**src/rtl/psum_acc_relu_x12.sv**
```systemverilog
// 12-lane partial-sum accumulator with saturating adds, ReLU/shift requantization
// and a lane-serial valid/ready output drain.
module psum_acc_relu_x12 #(
  parameter int unsigned SHIFT = 6
) (
  input  logic         clk,
  input  logic         rst_n,
  input  logic         en,
  input  logic         psum_valid,
  input  logic [167:0] psum_in,
  input  logic         pass_last,
  output logic         out_valid,
  input  logic         out_ready,
  output logic [7:0]   out_data,
  output logic [3:0]   out_lane,
  output logic         busy,
  output logic         ovf
);

  localparam int LANES = 12;

  typedef enum logic [1:0] {
    S_IDLE = 2'd0,
    S_ACC  = 2'd1,
    S_OUT  = 2'd2
  } state_t;

  state_t             state_q, state_d;
  logic signed [17:0] acc_q [LANES];
  logic signed [17:0] acc_d [LANES];
  logic signed [13:0] lane_v [LANES];
  logic [3:0]         lane_q, lane_d;
  logic [7:0]         data_q, data_d;
  logic               valid_q, valid_d;
  logic               busy_q, busy_d;
  logic               ovf_q, ovf_d;
  logic               accept_s, xfer_s, drop_s;

  function automatic logic signed [17:0] sat_add(input logic signed [17:0] a,
                                                 input logic signed [13:0] b);
    logic signed [18:0] s;
    s = $signed({a[17], a}) + $signed({{5{b[13]}}, b});
    if (s > 19'sd131071) begin
      return 18'sd131071;
    end else if (s < -19'sd131072) begin
      return -18'sd131072;
    end else begin
      return $signed(s[17:0]);
    end
  endfunction

  // ReLU, truncating arithmetic shift, then clamp to the 8-bit activation range.
  function automatic logic [7:0] requant(input logic signed [17:0] a);
    logic signed [17:0] r;
    r = a >>> SHIFT;
    if (a < 18'sd0) begin
      return 8'd0;
    end else if (r > 18'sd255) begin
      return 8'd255;
    end else begin
      return r[7:0];
    end
  endfunction

  assign accept_s = psum_valid && en && (state_q != S_OUT);
  assign drop_s   = psum_valid && en && (state_q == S_OUT);
  assign xfer_s   = valid_q && out_ready;

  // Next-state, accumulator update and the registered view of the next output.
  always_comb begin
    state_d = state_q;
    lane_d  = lane_q;
    ovf_d   = ovf_q | drop_s;
    for (int k = 0; k < LANES; k++) begin
      lane_v[k] = $signed(psum_in[167-14*k -: 14]);
      acc_d[k]  = acc_q[k];
      if (accept_s) begin
        if (state_q == S_IDLE) begin
          acc_d[k] = {{4{lane_v[k][13]}}, lane_v[k]};
        end else begin
          acc_d[k] = sat_add(acc_q[k], lane_v[k]);
        end
      end else begin
        acc_d[k] = acc_q[k];
      end
    end

    case (state_q)
      S_IDLE, S_ACC: begin
        if (accept_s && pass_last) begin
          state_d = S_OUT;
          lane_d  = 4'd0;
        end else if (accept_s) begin
          state_d = S_ACC;
        end else begin
          state_d = state_q;
        end
      end
      S_OUT: begin
        if (xfer_s && (lane_q == 4'd11)) begin
          state_d = S_IDLE;
          lane_d  = 4'd0;
        end else if (xfer_s) begin
          lane_d = lane_q + 4'd1;
        end else begin
          lane_d = lane_q;
        end
      end
      default: begin
        state_d = S_IDLE;
        lane_d  = 4'd0;
      end
    endcase

    valid_d = (state_d == S_OUT);
    busy_d  = (state_d == S_OUT);
    if (state_d == S_OUT) begin
      data_d = requant(acc_d[lane_d]);
    end else begin
      data_d = 8'd0;
    end
  end

  // State and output registers, cleared asynchronously.
  always_ff @(posedge clk or negedge rst_n) begin
    if (!rst_n) begin
      state_q <= S_IDLE;
      for (int k = 0; k < LANES; k++) begin
        acc_q[k] <= 18'sd0;
      end
      lane_q  <= 4'd0;
      data_q  <= 8'd0;
      valid_q <= 1'b0;
      busy_q  <= 1'b0;
      ovf_q   <= 1'b0;
    end else begin
      state_q <= state_d;
      for (int k = 0; k < LANES; k++) begin
        acc_q[k] <= acc_d[k];
      end
      lane_q  <= lane_d;
      data_q  <= data_d;
      valid_q <= valid_d;
      busy_q  <= busy_d;
      ovf_q   <= ovf_d;
    end
  end

  assign out_valid = valid_q;
  assign out_data  = data_q;
  assign out_lane  = lane_q;
  assign busy      = busy_q;
  assign ovf       = ovf_q;

endmodule

```
**config.mk**
```make
export PLATFORM = sky130hd
export DESIGN_NAME = psum_acc_relu_x12
export DESIGN_NICKNAME = d
export VERILOG_FILES = /design/src/rtl/psum_acc_relu_x12.sv
export SDC_FILE = /design/constraint.sdc
export NUM_CORES = 1
export LEC_CHECK = 0
export CAP_MARGIN = 20
export CORE_MARGIN = 4
export CORE_UTILIZATION = 43
export DETAILED_ROUTE_END_ITERATION = 16
export GPL_ROUTABILITY_DRIVEN = 1
export PLACE_DENSITY = 0.68
export SETUP_SLACK_MARGIN = 0.02
export SYNTH_ARGS = -nofsm -noshare
export SYNTH_HDL_FRONTEND = slang
export SYNTH_SLANG_ARGS = --single-unit
```
**constraint.sdc**
```tcl
create_clock -name clk -period 10.96 [get_ports clk]
set_clock_uncertainty 0.05 [all_clocks]
set_input_delay 2.192 -clock clk [delete_from_list [all_inputs] [get_ports clk]]
set_output_delay 2.192 -clock clk [all_outputs]
set_load 0.01 [all_outputs]
```
### After elaboration in Yosys (flattened, before gate mapping)

Index checks and enable logic that the tools add are counted.

| cells by class | value |
|---|---|
| reductions and logical operators | 8 |
| multiplexer cells | 62 |
| bitwise gates (word level) | 2 |
| order comparisons | 27 |
| add/sub/neg operators | 13 |
| equal/unequal tests | 5 |

Operator list:

| operator | number |
|---|---|
| two-way mux 18 bit | 50 |
| adder 18 x 14 -> 19 bit | 12 |
| > comparator 19 x 18 -> 1 bit, second input constant | 12 |
| less-than comparator 19 x 18 -> 1 bit, second input constant | 12 |
| binary-select mux 18 bit (select 4 bit) | 1 |
| two-way mux 8 bit | 3 |
| less-than comparator 18 x 1 -> 1 bit, second input constant | 1 |
| > comparator 12 x 9 -> 1 bit, second input constant | 1 |
| two-way mux 4 bit | 3 |
| case mux 4 bit (2 select lines) | 1 |
| logical AND 1 bit | 6 |
| two-way mux 2 bit | 3 |
| >= comparator 5 bit, second input constant | 1 |
| NOT 4 -> 5 bit | 1 |
| adder 4 x 1 -> 4 bit, second input constant | 1 |
| == test 2 bit, second input constant | 2 |
| == test 4 bit, second input constant | 1 |
| case mux 2 bit (2 select lines) | 1 |
| == test 2 x 1 -> 1 bit, second input constant | 1 |
| logical NOT 2 bit | 1 |
| != test 2 bit, second input constant | 1 |
| OR reduction 2 bit | 1 |
| bitwise OR 1 bit | 1 |

| storage, ports and cells | value |
|---|---|
| register bits after elaboration | 232 |
| word-level logic and storage cells | 134 |
| bits of input ports | 174 |
| output and inout port bits | 15 |

### Longest topological paths before layout

| depth | value |
|---|---|
| word-level depth | 13 |
| depth in mapped cells | 17 |
| depth with buffers taken out | 15 |

### Least setup slack after synthesis

Ideal clock, no wire load.

| timing path | value |
|---|---|
| path kind | in2reg |
| start | input port psum_in[112] |
| end | register data_q[1] (netlist: out_data[1]) |
| arrival time | 5,478 ps |
| data required time | 10,832 ps |
| slack | 5,354 ps |
| stages | 15 |
| library setup time | 78 ps |
| cell sequence | ha_1 inv_1 fa_1 nand2b_1 a21o_1 a2111oi_2 nor4_1 o221a_1 a311o_1 a31oi_1 o21ai_1 a2111oi_2 inv_2 nor4_4 o21bai_1 |

| on the way | value |
|---|---|
| word-level cells in the longest chain between the ends | 13 |
| elaborated cells on any way between the ends | 15 |
| those cells by class | add/sub (1); order compare (4); mux (10) |

RTL lines:

| item | RTL line | text |
|---|---|---|
| start: declaration | 10 | `input logic [167:0] psum_in,` |
| adder 18 x 14 -> 19 bit | 42 | `s = $signed({a[17], a}) + $signed({{5{b[13]}}, b});` |
| less-than comparator 19 x 18 -> 1 bit | 45 | `end else if (s < -19'sd131072) begin` |
| two-way mux 18 bit | 45 |  |
| two-way mux 18 bit | 43 | `if (s > 19'sd131071) begin` |
| two-way mux 18 bit * | 78 | `if (state_q == S_IDLE) begin` |
| two-way mux 18 bit * | 77 | `if (accept_s) begin` |
| binary-select mux 18 bit (select 4 bit) * | 118 | `data_d = requant(acc_d[lane_d]);` |
| two-way mux 18 bit (not written as such) * (2 in series) | 118 |  |
| > comparator 12 x 9 -> 1 bit | 58 | `end else if (r > 18'sd255) begin` |
| two-way mux 8 bit | 58 |  |
| two-way mux 8 bit * | 56 | `if (a < 18'sd0) begin` |
| two-way mux 8 bit * | 117 | `if (state_d == S_OUT) begin` |
| via data_d[1] | 33 | `logic [7:0] data_q, data_d;` |
| end signal: assignment | 142 | `data_q <= data_d;` |
| end: declaration | 33 |  |

The timed path passes the listed nets; every way through them passes the cells marked *. The select of a mux whose other input is x is not followed.

### Worst setup path after layout

| timing path | value |
|---|---|
| start | input port psum_in[63] |
| end | register data_q[0] (netlist: out_data[0]) |

Same word-level chain as after synthesis.

==> results.tsv <==
metric	value	unit
status	finished clean	
cts.clk_slew.worst_paths	60	ps
synthFlopType	dfrtp_1	
slew_headroom	26.66	%
cp_num_buf_inv	2	
final_cells	3869	
netSwitchingFraction	51.31	%
synthTopCellsByArea	dfrtp_1, ha_1, a21oi_1, o21ai_0, nand2_1	
fmax	0.1521	GHz
synthesis.nets	3449	
numCtsBuffers	31	
cts_max_level	1	
drive_above_1_share	4.351	%
internal_power	4.420	mW
ir_drop	0.2325	mV
grt_use_total	26.21	%
grt-busiest-layer	met2	
drt_wl_total	80860	µm
crit_chain	clkdlybuf4s50_1 -> ha_1 -> a2111oi_0 -> inv_1 -> o21ai_1 -> o21ai_1 -> a32oi_1 -> nand2_1 -> o22a_1 -> a211o_1 -> o311a_1 -> a311oi_2 -> nor4_4 -> a211o_1	
leakage	11.46	nW
p_switching	4.658	mW
via_per_inst	6.250	
tns	0	ps
final_nets	3555	
use_met1	35.39	%
firstDrtPassIters	6	
die_width	242.7	µm
antenna_left	0	
post_cts_buffers	0	
rsz0062_at_grt	no	
endpoint_kind	flip-flop	
use_met2	43.35	%
synth.largest_area_cell	dfrtp_1	
clk_latency	590	ps
ioPinCount	189	
cts_tree	yes	
hold_violations	0	
clkSinkCount	232	
async_flop_share	100.0	%
final.setup.worst_slack	4387	ps
setup_viol	0	
slowest_delay	780	ps
dp_cells	3815	
pwr-share-comb	70.9	%
syn-cell-area	23690	µm²
cts_root_buffer	clkbuf_16	
drc_errors	0	
die_h	242.7	µm
pre_cts_slack	3903	ps
fill_cells	5168	
ctsHoldBuffers	0	
grt_max_degree	114	
post_cts_resized	0	
grt_pass1_vias	23570	
yosys.cell_types.count	98	
power_per_cell_area	333.5	nW/µm²
wl_per_cell	20.90	µm
syn2layout_area_growth	14.91	%
dp_hpwl	59280	µm
cpMaxStageDelayCell	a32oi_1	
arrival	7000	ps
period_share	59.98	%
pwr-share-clk	12.1	%
cp.required	11390	ps
core	54130	µm²
antenna_found_initial	2	
crit_path_max_fanout	12	
placementRows	85	
final-max-slew-violation-count	0	
avgSynthCellArea	7.777	µm²
yosys_warnings	0	
p_seq_share	17.0	%
start_kind	input port	
tightest_slew	1079	ps
synth-seq-area-share	24.51	%
fin_crit	6573	ps
use_met3	4.117	%
start_util	43.76	%
portBuffers	188	
vias	24180	
dieArea	58910	µm²
synth-edff-count	0	
first_iter_violations	2026	
yosys_register_bits	232	
cp_top_family	compound AO/OA/AOI/OAI gates	
path_class	in -> reg	
cap_violations	0	
syn_inst	3046	
overflow	0	
hp-class	reg -> reg	
routabilityCongestion	0.9338	
total_power	9.079	mW
synth_top_area_share	24.51	%
grt_pass1_wl	128500	µm
cts_buffer_depth	3	
==> through the flow <==
step / utilization [%] / hold WS, ps / instance area, µm²
floorplan: - / 402.6 / 23690
CTS: 50.28 / 441.2 / 27220
detailed placement: 48.31 / 427.5 / 26150
global placement: 48.31 / 415.7 / 26150
finish: 50.29 / 435.7 / 27220
global route: 50.28 / 458.6 / 27220
==> kinds of logic (layout without fill, tap and decap cells) <==
kind of cell    Yosys count  after routing  share of synthesized area, %
flops                   232            232                         24.51
buf+inv                 225            351                         3.650
simple gates            943            943                         18.70
fa+ha+maj               245            245                         13.15
other cells               0              1                             0
mux                      25             25                         1.109
xor+xnor                154            154                         5.693
compound gates         1222           1222                         33.19
==> per-layer routing <==
metal  share of wire (%)  vias to the layer above  routed length (µm)
met5               0.033                        -                  27
met4                 3.4                        4                2721
met3                 6.8                      136                5513
met2                  46                      787               37250
met1                  44                    11630               35340
li1                    -                    11630                   -
==> worst reg2reg max path, cell delays in order, from the launching register on <==
cell       delay (ps)
dfrtp_1           460
nand2b_1          430
nor2b_4           610
buf_4             670
nand2_1           280
o221a_1           290
a311o_1           330
a31oi_1           230
o21ai_1           110
a2111oi_2         500
inv_2             180
nor4_4            490
o21bai_1          180
==> cells in the final DEF, fill, tap and decap left out, types with 35 or more instances in the layout <==
master,n
ha_1,217
nor3_1,45
a21o_1,71
o21a_1,36
nand3_1,71
o21ai_0,283
nor2_1,229
dfrtp_1,232
nand2_1,334
a211oi_1,63
xor2_1,56
and3_1,35
inv_1,80
o211ai_1,71
or3_1,36
a31oi_1,59
a21oi_1,332
nand2b_1,48
clkdlybuf4s50_1,187
xnor2_1,98
==> Yosys cell counts, types with 10 or more instances <==
cell type / count
a2111oi_0: 10
a211o_1: 15
a211oi_1: 63
a21o_1: 71
a21oi_1: 332
a221o_1: 16
a22oi_1: 14
a311oi_1: 13
a31oi_1: 59
and2_1: 23
and3_1: 35
buf_1: 12
clkbuf_1: 122
dfrtp_1: 232
fa_1: 12
ha_1: 217
inv_1: 80
maj3_1: 16
mux2i_1: 19
nand2_1: 335
nand2b_1: 48
nand3_1: 72
nand4_1: 17
nor2_1: 231
nor2b_1: 34
nor3_1: 45
o2111ai_1: 10
o211ai_1: 71
o21a_1: 36
o21ai_0: 283
o21ai_1: 33
o21bai_1: 19
o22ai_1: 19
o31ai_1: 30
or2_2: 14
or3_1: 36
xnor2_1: 98
xor2_1: 56
==> final cells by class <==
| cell class | instances | area (µm²) | share of cell area [%] |
|---|---|---|---|
| multi-input cells | 2589 | 17070 | 62.71 |
| flip-flops and latches | 232 | 5806 | 21.33 |
| repair buffers | 216 | 2097 | 7.703 |
| well taps | 696 | 870.8 | 3.199 |
| clock buffers | 37 | 848.3 | 3.116 |
| inverters | 82 | 307.8 | 1.131 |
| clock inverters | 16 | 220.2 | 0.8089 |
| diodes | 1 | 2.502 | 0.009192 |
==> power by group through the flow <==
stage,Sequential [mW],Clock (mW),Combinational (mW)
after detailed placement,1.55,0,6.31
after floorplan,1.46,0,4.76
final,1.55,1.10,6.44
after CTS,1.54,1.11,6.36
after global routing,1.60,1.14,7.13
after global placement,1.54,0,6.21
==> worst paths after layout <==
path                                            from               endpoint  slack, ps  depth (start not counted)
worst max-delay path                     psum_in[63]  out_data[0]$_DFF_PN0_       4390                         14
worst min-delay path                       flip-flop              flip-flop        440                          2
worst max register to register  state_q[0]$_DFF_PN0_  out_data[5]$_DFF_PN0_       6060                         12
worst min register to register             flip-flop              flip-flop        440                          2
max in group asynchronous                      rst_n              async pin       7690                          2
min in group asynchronous                      rst_n   acc_q[190]$_DFF_PN0_       1620                          1
Power figures use the tool's default switching activity.
